<file path="src/rtl/alu_seq.sv">
`default_nettype none
// ============================================================================
// Module   : alu_seq
// Brief    : Handshaked sequential ALU; single-cycle add/sub/mul/pass and an
//            N-cycle restoring divider for div/mod, with registered flags.
// Revision : 1.0 - initial release
// ============================================================================
module alu_seq #(
  parameter int N = 8
) (
  input  logic         clk,
  input  logic         rstn,
  input  logic         s_valid,
  output logic         s_ready,
  input  logic [2:0]   sel,
  input  logic [N-1:0] A,
  input  logic [N-1:0] B,
  output logic         m_valid,
  input  logic         m_ready,
  output logic [N-1:0] C,
  output logic         Z,
  output logic         CO,
  output logic         DZ
);

  localparam int CW = $clog2(N + 1);

  localparam logic [2:0]    c_add  = 3'b000;
  localparam logic [2:0]    c_sub  = 3'b001;
  localparam logic [2:0]    c_mul  = 3'b010;
  localparam logic [2:0]    c_div  = 3'b011;
  localparam logic [2:0]    c_mod  = 3'b100;
  localparam logic [CW-1:0] c_last = CW'(N - 1);
  localparam logic [CW-1:0] c_one  = CW'(1);

  typedef enum logic [1:0] {
    IDLE = 2'd0,
    BUSY = 2'd1,
    HOLD = 2'd2
  } state_t;

  state_t        r_state;
  logic [N-1:0]  r_rem;
  logic [N-1:0]  r_quo;
  logic [N-1:0]  r_div;
  logic          r_mod;
  logic [CW-1:0] r_cnt;
  logic [N-1:0]  r_c;
  logic          r_z;
  logic          r_co;
  logic          r_dz;
  logic          r_mval;

  logic [N:0]     w_sum;
  logic [N:0]     w_diff;
  logic [2*N-1:0] w_prod;
  logic [N-1:0]   w_c;
  logic           w_co;
  logic           w_dz;
  logic           w_iter;

  logic [N:0]     w_trial;
  logic [N:0]     w_trial_sub;
  logic           w_ge;
  logic [N-1:0]   w_rem_nx;
  logic [N-1:0]   w_quo_nx;
  logic [N-1:0]   w_div_res;

  assign s_ready = (r_state == IDLE);
  assign m_valid = r_mval;
  assign C       = r_c;
  assign Z       = r_z;
  assign CO      = r_co;
  assign DZ      = r_dz;

  assign w_sum  = {1'b0, A} + {1'b0, B};
  assign w_diff = {1'b0, A} - {1'b0, B};
  assign w_prod = {{N{1'b0}}, A} * {{N{1'b0}}, B};
  assign w_iter = ((sel == c_div) || (sel == c_mod)) && (B != '0);

  always_comb begin
    w_c  = A;
    w_co = 1'b0;
    w_dz = 1'b0;
    case (sel)
      c_add: begin
        w_c  = w_sum[N-1:0];
        w_co = w_sum[N];
      end
      c_sub: begin
        w_c  = w_diff[N-1:0];
        w_co = w_diff[N];
      end
      c_mul: begin
        w_c  = w_prod[N-1:0];
        w_co = |w_prod[2*N-1:N];
      end
      c_div: begin
        if (B == '0) begin
          w_c  = '1;
          w_dz = 1'b1;
        end
      end
      c_mod: begin
        if (B == '0) begin
          w_dz = 1'b1;
        end
      end
      default: ;
    endcase
  end

  // One restoring step: shift the next dividend bit into the partial remainder.
  assign w_trial     = {r_rem, r_quo[N-1]};
  assign w_trial_sub = w_trial - {1'b0, r_div};
  assign w_ge        = (w_trial >= {1'b0, r_div});
  assign w_rem_nx    = w_ge ? w_trial_sub[N-1:0] : w_trial[N-1:0];
  assign w_quo_nx    = {r_quo[N-2:0], w_ge};
  assign w_div_res   = r_mod ? w_rem_nx : w_quo_nx;

  always_ff @(posedge clk or negedge rstn) begin
    if (!rstn) begin
      r_state <= IDLE;
      r_rem   <= '0;
      r_quo   <= '0;
      r_div   <= '0;
      r_mod   <= 1'b0;
      r_cnt   <= '0;
      r_c     <= '0;
      r_z     <= 1'b0;
      r_co    <= 1'b0;
      r_dz    <= 1'b0;
      r_mval  <= 1'b0;
    end else begin
      case (r_state)
        IDLE: begin
          if (s_valid) begin
            if (w_iter) begin
              r_rem   <= '0;
              r_quo   <= A;
              r_div   <= B;
              r_mod   <= (sel == c_mod);
              r_cnt   <= '0;
              r_state <= BUSY;
            end else begin
              r_c     <= w_c;
              r_z     <= (w_c == '0);
              r_co    <= w_co;
              r_dz    <= w_dz;
              r_mval  <= 1'b1;
              r_state <= HOLD;
            end
          end
        end
        BUSY: begin
          r_rem <= w_rem_nx;
          r_quo <= w_quo_nx;
          r_cnt <= r_cnt + c_one;
          // The final step publishes its result directly, so BUSY lasts N cycles.
          if (r_cnt == c_last) begin
            r_c     <= w_div_res;
            r_z     <= (w_div_res == '0);
            r_co    <= 1'b0;
            r_dz    <= 1'b0;
            r_mval  <= 1'b1;
            r_state <= HOLD;
          end
        end
        HOLD: begin
          if (m_ready) begin
            r_mval  <= 1'b0;
            r_state <= IDLE;
          end
        end
        default: r_state <= IDLE;
      endcase
    end
  end

endmodule
`default_nettype wire

</file>
<file path="config.mk">
export PLATFORM = sky130hd
export DESIGN_NAME = alu_seq
export DESIGN_NICKNAME = d
export VERILOG_FILES = /design/src/rtl/alu_seq.sv
export SDC_FILE = /design/constraint.sdc
export NUM_CORES = 1
export LEC_CHECK = 0
export ABC_AREA = 1
export CAP_MARGIN = 20
export CORE_ASPECT_RATIO = 1.75
export CORE_MARGIN = 2
export CORE_UTILIZATION = 35
export DETAILED_ROUTE_END_ITERATION = 10
export HOLD_SLACK_MARGIN = 0.05
export PLACE_DENSITY_LB_ADDON = 0.2
export SETUP_SLACK_MARGIN = 0.15
export SYNTH_ARGS = -nofsm -noshare
export SYNTH_HDL_FRONTEND = slang
export SYNTH_SLANG_ARGS = --single-unit
</file>
<file path="constraint.sdc">
create_clock -name clk -period 2.3 [get_ports clk]
set_input_delay 0.46 -clock clk [delete_from_list [all_inputs] [get_ports clk]]
set_output_delay 0.46 -clock clk [all_outputs]
set_load 0.02 [all_outputs]
</file>
==> run summary, run 1 <==
* ratio of cells with drive above 1 in the final layout: 33.3%
* Sequential Power Share: 15.4%
* synthesized instance count: 896
* placed wire-length estimate: 16.1 mm
* Worst setup SP type: primary input
* number of distinct library cells after synthesis: 41
* critical path depth in cells: 24
* initial standard-cell utilization of the core: 35.6%
* beginning of the critical path: B[3]
* sequential cell area fraction in the yosys report: 17.9%
* endpoint class of the critical path: flop
* synthesis-to-layout area growth: 42.9%
* clock group share of total power: 8.0%
* Floorplan Core Area: 16900 um^2
* post-cts hold buffer count: 0
* I/O pin total: 36
* family of cells with the greatest summed delay on the critical path: adder cells
* largest fanout on the critical path: 4
* Vert. Die Dim: 177 um
* critical path start-end classification: in2reg
* capture point of the worst reg-to-reg path: Z$_DFFE_PN0P_
* Critical R2R Launch: r_div[0]$_DFFE_PN0P_
* overflow left after global routing: 0
* clk_lat worst skew: 0.29 ns
* maximum number of pins on one net before global-route repair: 44
* Worst Max-Slew Pin Slew: 0.561 ns
* clock input transition at the sequential cells of the worst setup and hold paths: 0.06 ns
* final WL: 19.5 mm
* share of the clock period used by the worst path after layout: 180%
* post-route total power: 8.71 mW
* first-pass GRT wire length: 30.8 mm
* number of nets in the synthesized netlist: 1019
* dominant cell type by count on the critical path: sky130_fd_sc_hd__nand2_1
* Worst VDD drop: 0.472 mV
* worst reg-to-reg path cell count: 17
* commonest non-fill, non-tap cell in the layout: sky130_fd_sc_hd__nand2_1
* cell area after technology mapping: 6010 um^2
* TritonCTS buffer count: 5
* TritonCTS clock tree: built
* switching pwr: 4.27 mW
* CP max stage cell: sky130_fd_sc_hd__fa_2
* number of diodes added for antenna fixing: 0
* count of maximum capacitance violations: 0
* count of final hold-check violations: 0
* internal power: 4.45 mW
* failing checks: setup timing
* unrepaired setup endpoints after global routing: true
* final hold slack: 0.235 ns
* routability congestion estimate: 0.920
* per-cell routed wire length: 15.1 um
* Leakage Power: 4.58 nW
* Switching Fraction: 49.0%
* # setup viols final: 8
* minimum setup slack among reg-to-reg paths: 0.03 ns
* worst clock skew: 0.00536 ns
* maximum level of the CTS H-tree: 2
* number of antenna violations at the first check in global routing: 0
* Worst path max stage delay: 0.53 ns
* number of global-route vias before repair: 6417
* number of DRC violations after detailed routing: 0
* crit path time final: 4.14 ns
* setup slack after placement: -2.74 ns
* Via density: 4.75
* Buffers & Inverters on Critical Path: 6
* end of the critical path: CO$_DFFE_PN0P_
* combinational cell fraction of total power: 76.5%
* Worst EP required: 2.49 ns
* number of search-and-repair iterations in the first detailed-routing pass: 4
* critical path, cell by cell: buf_6 -> buf_6 -> buf_4 -> nand2_1 -> inv_1 -> fa_1 -> inv_2 -> fa_2 -> fa_1 -> fa_1 -> inv_2 -> ha_4 -> nand2_4 -> o21a_1 -> nand2_2 -> nand2_2 -> nand2_1 -> nand2_1 -> a21oi_1 -> nand3_1 -> nand2_2 -> nand2_1 -> nand2_1 -> nand2_1
* warning count from the yosys run: 0
* count of pins over their slew limit: 0
* synthesized area per cell: 6.71 um^2
* Net count, final: 1187
* max frequency: 241 MHz
* status: finished with violations
* commonest cells after routing, fill and taps aside: sky130_fd_sc_hd__nand2_1 (227), sky130_fd_sc_hd__inv_1 (143), sky130_fd_sc_hd__buf_4 (134)
* Final WS setup: -1.84 ns
* Bufs on Longest Clock Path: 2
* total routing usage reported by global routing: 22.0%
* slew margin rel.: 62.6%
* Root Buffer: sky130_fd_sc_hd__clkbuf_16
* Critical Path AT: 4.33 ns
* FF+latch count, synth: 43
* number of sinks on the clock net: 43
* overall via count from detail_route: 6135
* Final ANT Viol Nets: 0
* initial detailed-routing violation count: 148
* area enclosed by the die boundary: 18300 um^2
* power density over the cells: 1010 nW/um^2
* Port Buf Inserts: 35
* overall die width: 103 um
* Site Rows: 63
* worst hold path class: in2async
-- Yosys cell counts (all sizes together) --
cell type | count | area [um^2]
o21a | 1 | 7.51
xnor2 | 4 | 35.0
nor4 | 1 | 6.26
clkinv | 2 | 7.51
a21oi | 33 | 165
clkbuf | 11 | 41.3
nor3 | 4 | 20.0
nand3 | 81 | 420
a21boi | 1 | 7.51
o21bai | 1 | 7.51
nor2 | 57 | 265
inv | 183 | 689
ha | 61 | 763
xor2 | 4 | 35.0
nand2 | 276 | 1100
and2 | 1 | 6.26
nand3b | 4 | 30.0
buf | 19 | 141
fa | 39 | 781
or2 | 5 | 31.3
o21ai | 48 | 244
o31ai | 3 | 27.5
dfrtp | 43 | 1080
o211ai | 8 | 60.1
nand4 | 6 | 37.5
-- cell type report --
type                            instances  area (um^2)
Tap cell                              227          284
Sequential cell                        43         1080
Inverter                              185          707
Multi-Input combinational cell        638         4740
Clock buffer                            6          129
Clock inverter                          2         12.5
Timing Repair Buffer                  190         1630
Timing Repair inverter                  1         8.76
Fill cell                            1764         8280
-- cells by family after synthesis --
family                   share of synthesized area, %
adder cells (fa/ha/maj)                          25.7
AO/OA/AOI/OAI                                    8.64
flip-flops                                       17.9
AND/OR/NAND/NOR                                  31.9
buffers and inverters                            14.6
XOR/XNOR                                         1.17
-- state kept, by name (all words and copies together), names as in the netlist --
name / count
C: 8
r_div: 8
r_quo: 8
r_rem: 8
r_cnt: 4
r_state: 2
CO: 1
DZ: 1
Z: 1
m_valid: 1
r_mod: 1
-- layer usage --
layer | vias up | track usage [%] | wire, um
li1 | 3094 | - | -
met1 | 2865 | 19.5 | 6330
met2 | 112 | 45.4 | 11600
met3 | 64 | 0.985 | 302
met4 | 0 | 13.6 | 1260
met5 | - | 0 | 0
-- through the flow --
step	util, %	cells	cell area (um^2)	setup TNS [ns]
detailed placement	45.1	1257	7600	-25.17
global route	50.9	1292	8590	-10.88
finish	50.9	1292	8590	-9.87
global placement	45.1	1257	7600	-24.81
floorplan	-	896	6300	-7.84
CTS	49.1	1285	8280	-10.27
-- power by group through the flow --
stage          Sequential (mW)  Clock, mW  Combinational, mW
2_1_floorplan             1.38          0               3.78
3_3_place_gp              1.31          0               5.66
3_5_place_dp              1.32          0               5.71
4_1_cts                   1.33      0.720               6.31
5_1_grt                   1.39      0.742               7.39
6_report                  1.35      0.700               6.67
-- worst min-delay path by stage --
stage	endpoint	slack [ns]	cells past startpoint
CTS	r_rem[7]$_DFFE_PN0P_	0.26	2
floorplan	CO$_DFFE_PN0P_	0.16	0
global route	r_rem[7]$_DFFE_PN0P_	0.30	2
detailed placement	DZ$_DFFE_PN0P_	0.47	2
global placement	C[2]$_DFFE_PN0P_	0.47	2
finish	r_rem[7]$_DFFE_PN0P_	0.24	2
-- repair_timing --
action,in CTS,in global routing
setup endpoints to repair,41,23
setup buffers,20,6
pin swaps,61,57
resized for setup,155,77
cloned,0,1
(Power assumes the default switching activity.)
==> inputs of run 2 (changes only) <==
Settings changed: CORE_MARGIN 2 to 4.
==> run 2 against run 1 <==
  * The flow still finishes with violations (setup timing)
  * Highest routed layer unchanged
  * Sequential cell count unchanged
  * Wire length is 3.1% lower
  * Via count fell by 1.3%
  * First-iteration DRC count is 51% higher
  * Worst hold slack worse by 0.18 ns
  * Non-clock buffer count down 1
  * Clock power grew 20%
  * Core utilization decreased by 0.43 points
  * Count of clock-buffer cells in the layout stayed put
  * Sequential share of layout area is essentially flat
==> run summary, run 2 (synthesized netlist as in run 1, its figures left out) <==
* largest fanout on the critical path: 4, unchanged
* Port Buf Inserts: 35, unchanged
* number of search-and-repair iterations in the first detailed-routing pass: 4, unchanged
* Worst Max-Slew Pin Slew: 0.352 ns, -0.209 ns
* overall via count from detail_route: 6058, -1.3%
* WL met3: 205 um, -32%
* endpoint class of the critical path: flop
* slew margin rel.: 76.5%, +14 points
* Layout Utilization: 50.5%, -0.43 points
* Bufs on Longest Clock Path: 2, unchanged
* Worst EP required: 2.53 ns, +0.04 ns
* overflow left after global routing: 0, unchanged
* crit path time final: 4.21 ns, +0.0715 ns
* maximum level of the CTS H-tree: 2, unchanged
* minimum setup slack among reg-to-reg paths: -0.01 ns, -0.04 ns
* clock input transition at the sequential cells of the worst setup and hold paths: 0.06 ns, about the same
* I/O pin total: 36, unchanged
* power density over the cells: 1010 nW/um^2, -0.46%
* setup slack after placement: -2.68 ns, +0.0614 ns
* number of diodes added for antenna fixing: 0, unchanged
* Final ANT Viol Nets: 0, unchanged
* Floorplan Core Area: 16900 um^2, +0.47%
* synthesis-to-layout area growth: 42.4%
* count of pins over their slew limit: 0, unchanged
* overall die width: 107 um, +3.9%
* maximum number of pins on one net before global-route repair: 29, -34%
* first-pass GRT wire length: 30.9 mm, +0.43%
* ratio of cells with drive above 1 in the final layout: 31.9%, -1.4 points
* top layer in use: met4
* Final Instance Count excl. Fillers: 1290, -0.15%
* total routing usage reported by global routing: 20.2%, -1.8 points
* CP max stage cell: sky130_fd_sc_hd__fa_1
* critical path start-end classification: in2reg
* TritonCTS buffer count: 5, unchanged
* share of the clock period used by the worst path after layout: 183%, +3.1 points
* number of global-route vias before repair: 6460, +0.67%
* TritonCTS clock tree: built
* commonest cells after routing, fill and taps aside: sky130_fd_sc_hd__nand2_1 (223), sky130_fd_sc_hd__inv_1 (150), sky130_fd_sc_hd__buf_4 (115)
* failing checks: setup timing
* Worst setup SP type: primary input
* max frequency: 237 MHz, -1.7%
* dominant cell type by count on the critical path: sky130_fd_sc_hd__nand2_1
* per-cell routed wire length: 14.6 um, -3.0%
* count of final hold-check violations: 0, unchanged
* Vert. Die Dim: 181 um, +2.3%
* worst reg-to-reg path cell count: 17, unchanged
* number of sinks on the clock net: 43, unchanged
* clk_lat worst skew: 0.29 ns, about the same
* Routed met2 length: 11.3 mm, -2.2%
* initial detailed-routing violation count: 223, +51%
* worst hold path class: in2async
* Critical R2R Launch: r_quo[7]$_DFFE_PN0P_
* placed wire-length estimate: 15.8 mm, -1.8%
* beginning of the critical path: B[3]
* post-cts hold buffer count: 0, unchanged
* Leakage Power: 4.63 nW, +1.2%
* Worst VDD drop: 0.577 mV, +22%
* area enclosed by the die boundary: 19400 um^2, +6.2%
* routability congestion estimate: 0.907, -1.4%
* # setup viols final: 8, unchanged
* number of antenna violations at the first check in global routing: 0, unchanged
* end of the critical path: CO$_DFFE_PN0P_
* count of maximum capacitance violations: 0, unchanged
* final WL: 18.9 mm, -3.1%
* number of cells after detailed placement: 1245, -0.95%
* Critical Path AT: 4.45 ns, +0.12 ns
* initial standard-cell utilization of the core: 35.5%, -0.17 points
* Net count, final: 1185, -0.17%
* Via density: 4.70, -1.1%
* status: finished with violations
* routed length on met1: 6.36 mm, +0.44%
* Worst path max stage delay: 0.53 ns, about the same
* Root Buffer: sky130_fd_sc_hd__clkbuf_16
* worst clock skew: 0.00456 ns, -0.000800 ns
* Final WS setup: -1.91 ns, -0.0715 ns
* post-route total power: 8.64 mW, -0.84%
* commonest non-fill, non-tap cell in the layout: sky130_fd_sc_hd__nand2_1
* Site Rows: 63, unchanged
* number of DRC violations after detailed routing: 0, unchanged
* capture point of the worst reg-to-reg path: Z$_DFFE_PN0P_
* unrepaired setup endpoints after global routing: true
-- run 2: worst min-delay path by stage --
stage                     depth (start not counted)  from                    to
after global routing                              1  rstn  r_rem[7]$_DFFE_PN0P_
after detailed placement                          1  rstn  r_rem[7]$_DFFE_PN0P_
after floorplan                                   0  rstn        CO$_DFFE_PN0P_
after global placement                            1  rstn  r_rem[7]$_DFFE_PN0P_
final                                             1  rstn  r_rem[7]$_DFFE_PN0P_
after CTS                                         1  rstn  r_rem[7]$_DFFE_PN0P_
-- run 2: timing repair --
action	in CTS	in global routing
resized for setup	162	68
setup buffers	28	9
setup endpoints to repair	42	23
pin swaps	56	71
-- run 2: layout make-up --
type,count,area [um^2]
Fill cell,1711,8390
Multi-Input combinational cell,638,4620
Timing Repair Buffer,189,1700
Sequential cell,43,1080
Inverter,185,703
Tap cell,227,284
Clock buffer,6,139
Clock inverter,2,35.0
-- run 2: where the power goes --
part	total [mW]	internal, mW	leakage [nW]	switching (mW)
combinational	6.49	2.88	4.00	3.61
sequential	1.31	1.10	0.547	0.210
clock	0.842	0.540	0.0868	0.302
-- run 2: per-stage QoR --
step                setup TNS [ns]  cell area [um^2]  hold slack [ns]
floorplan                    -7.84              6300            0.164
global placement            -25.98              7510            0.375
detailed placement          -26.63              7510            0.366
CTS                         -10.28              8250           0.0548
global route                -10.90              8560           0.0788
finish                       -9.78              8560           0.0536
-- run 2: worst max-delay path: cells and delay by family --
family        cells  cell delay, ns
fa+ha+maj         5            2.35
simple gates     13            0.89
buf+inv           8            0.72
-- run 2: metal layers --
layer	global-route usage [%]	vias up
met5	0	-
met1	19.1	2828
met2	41.8	81
met4	10.5	0
li1	-	3100
met3	0.965	49
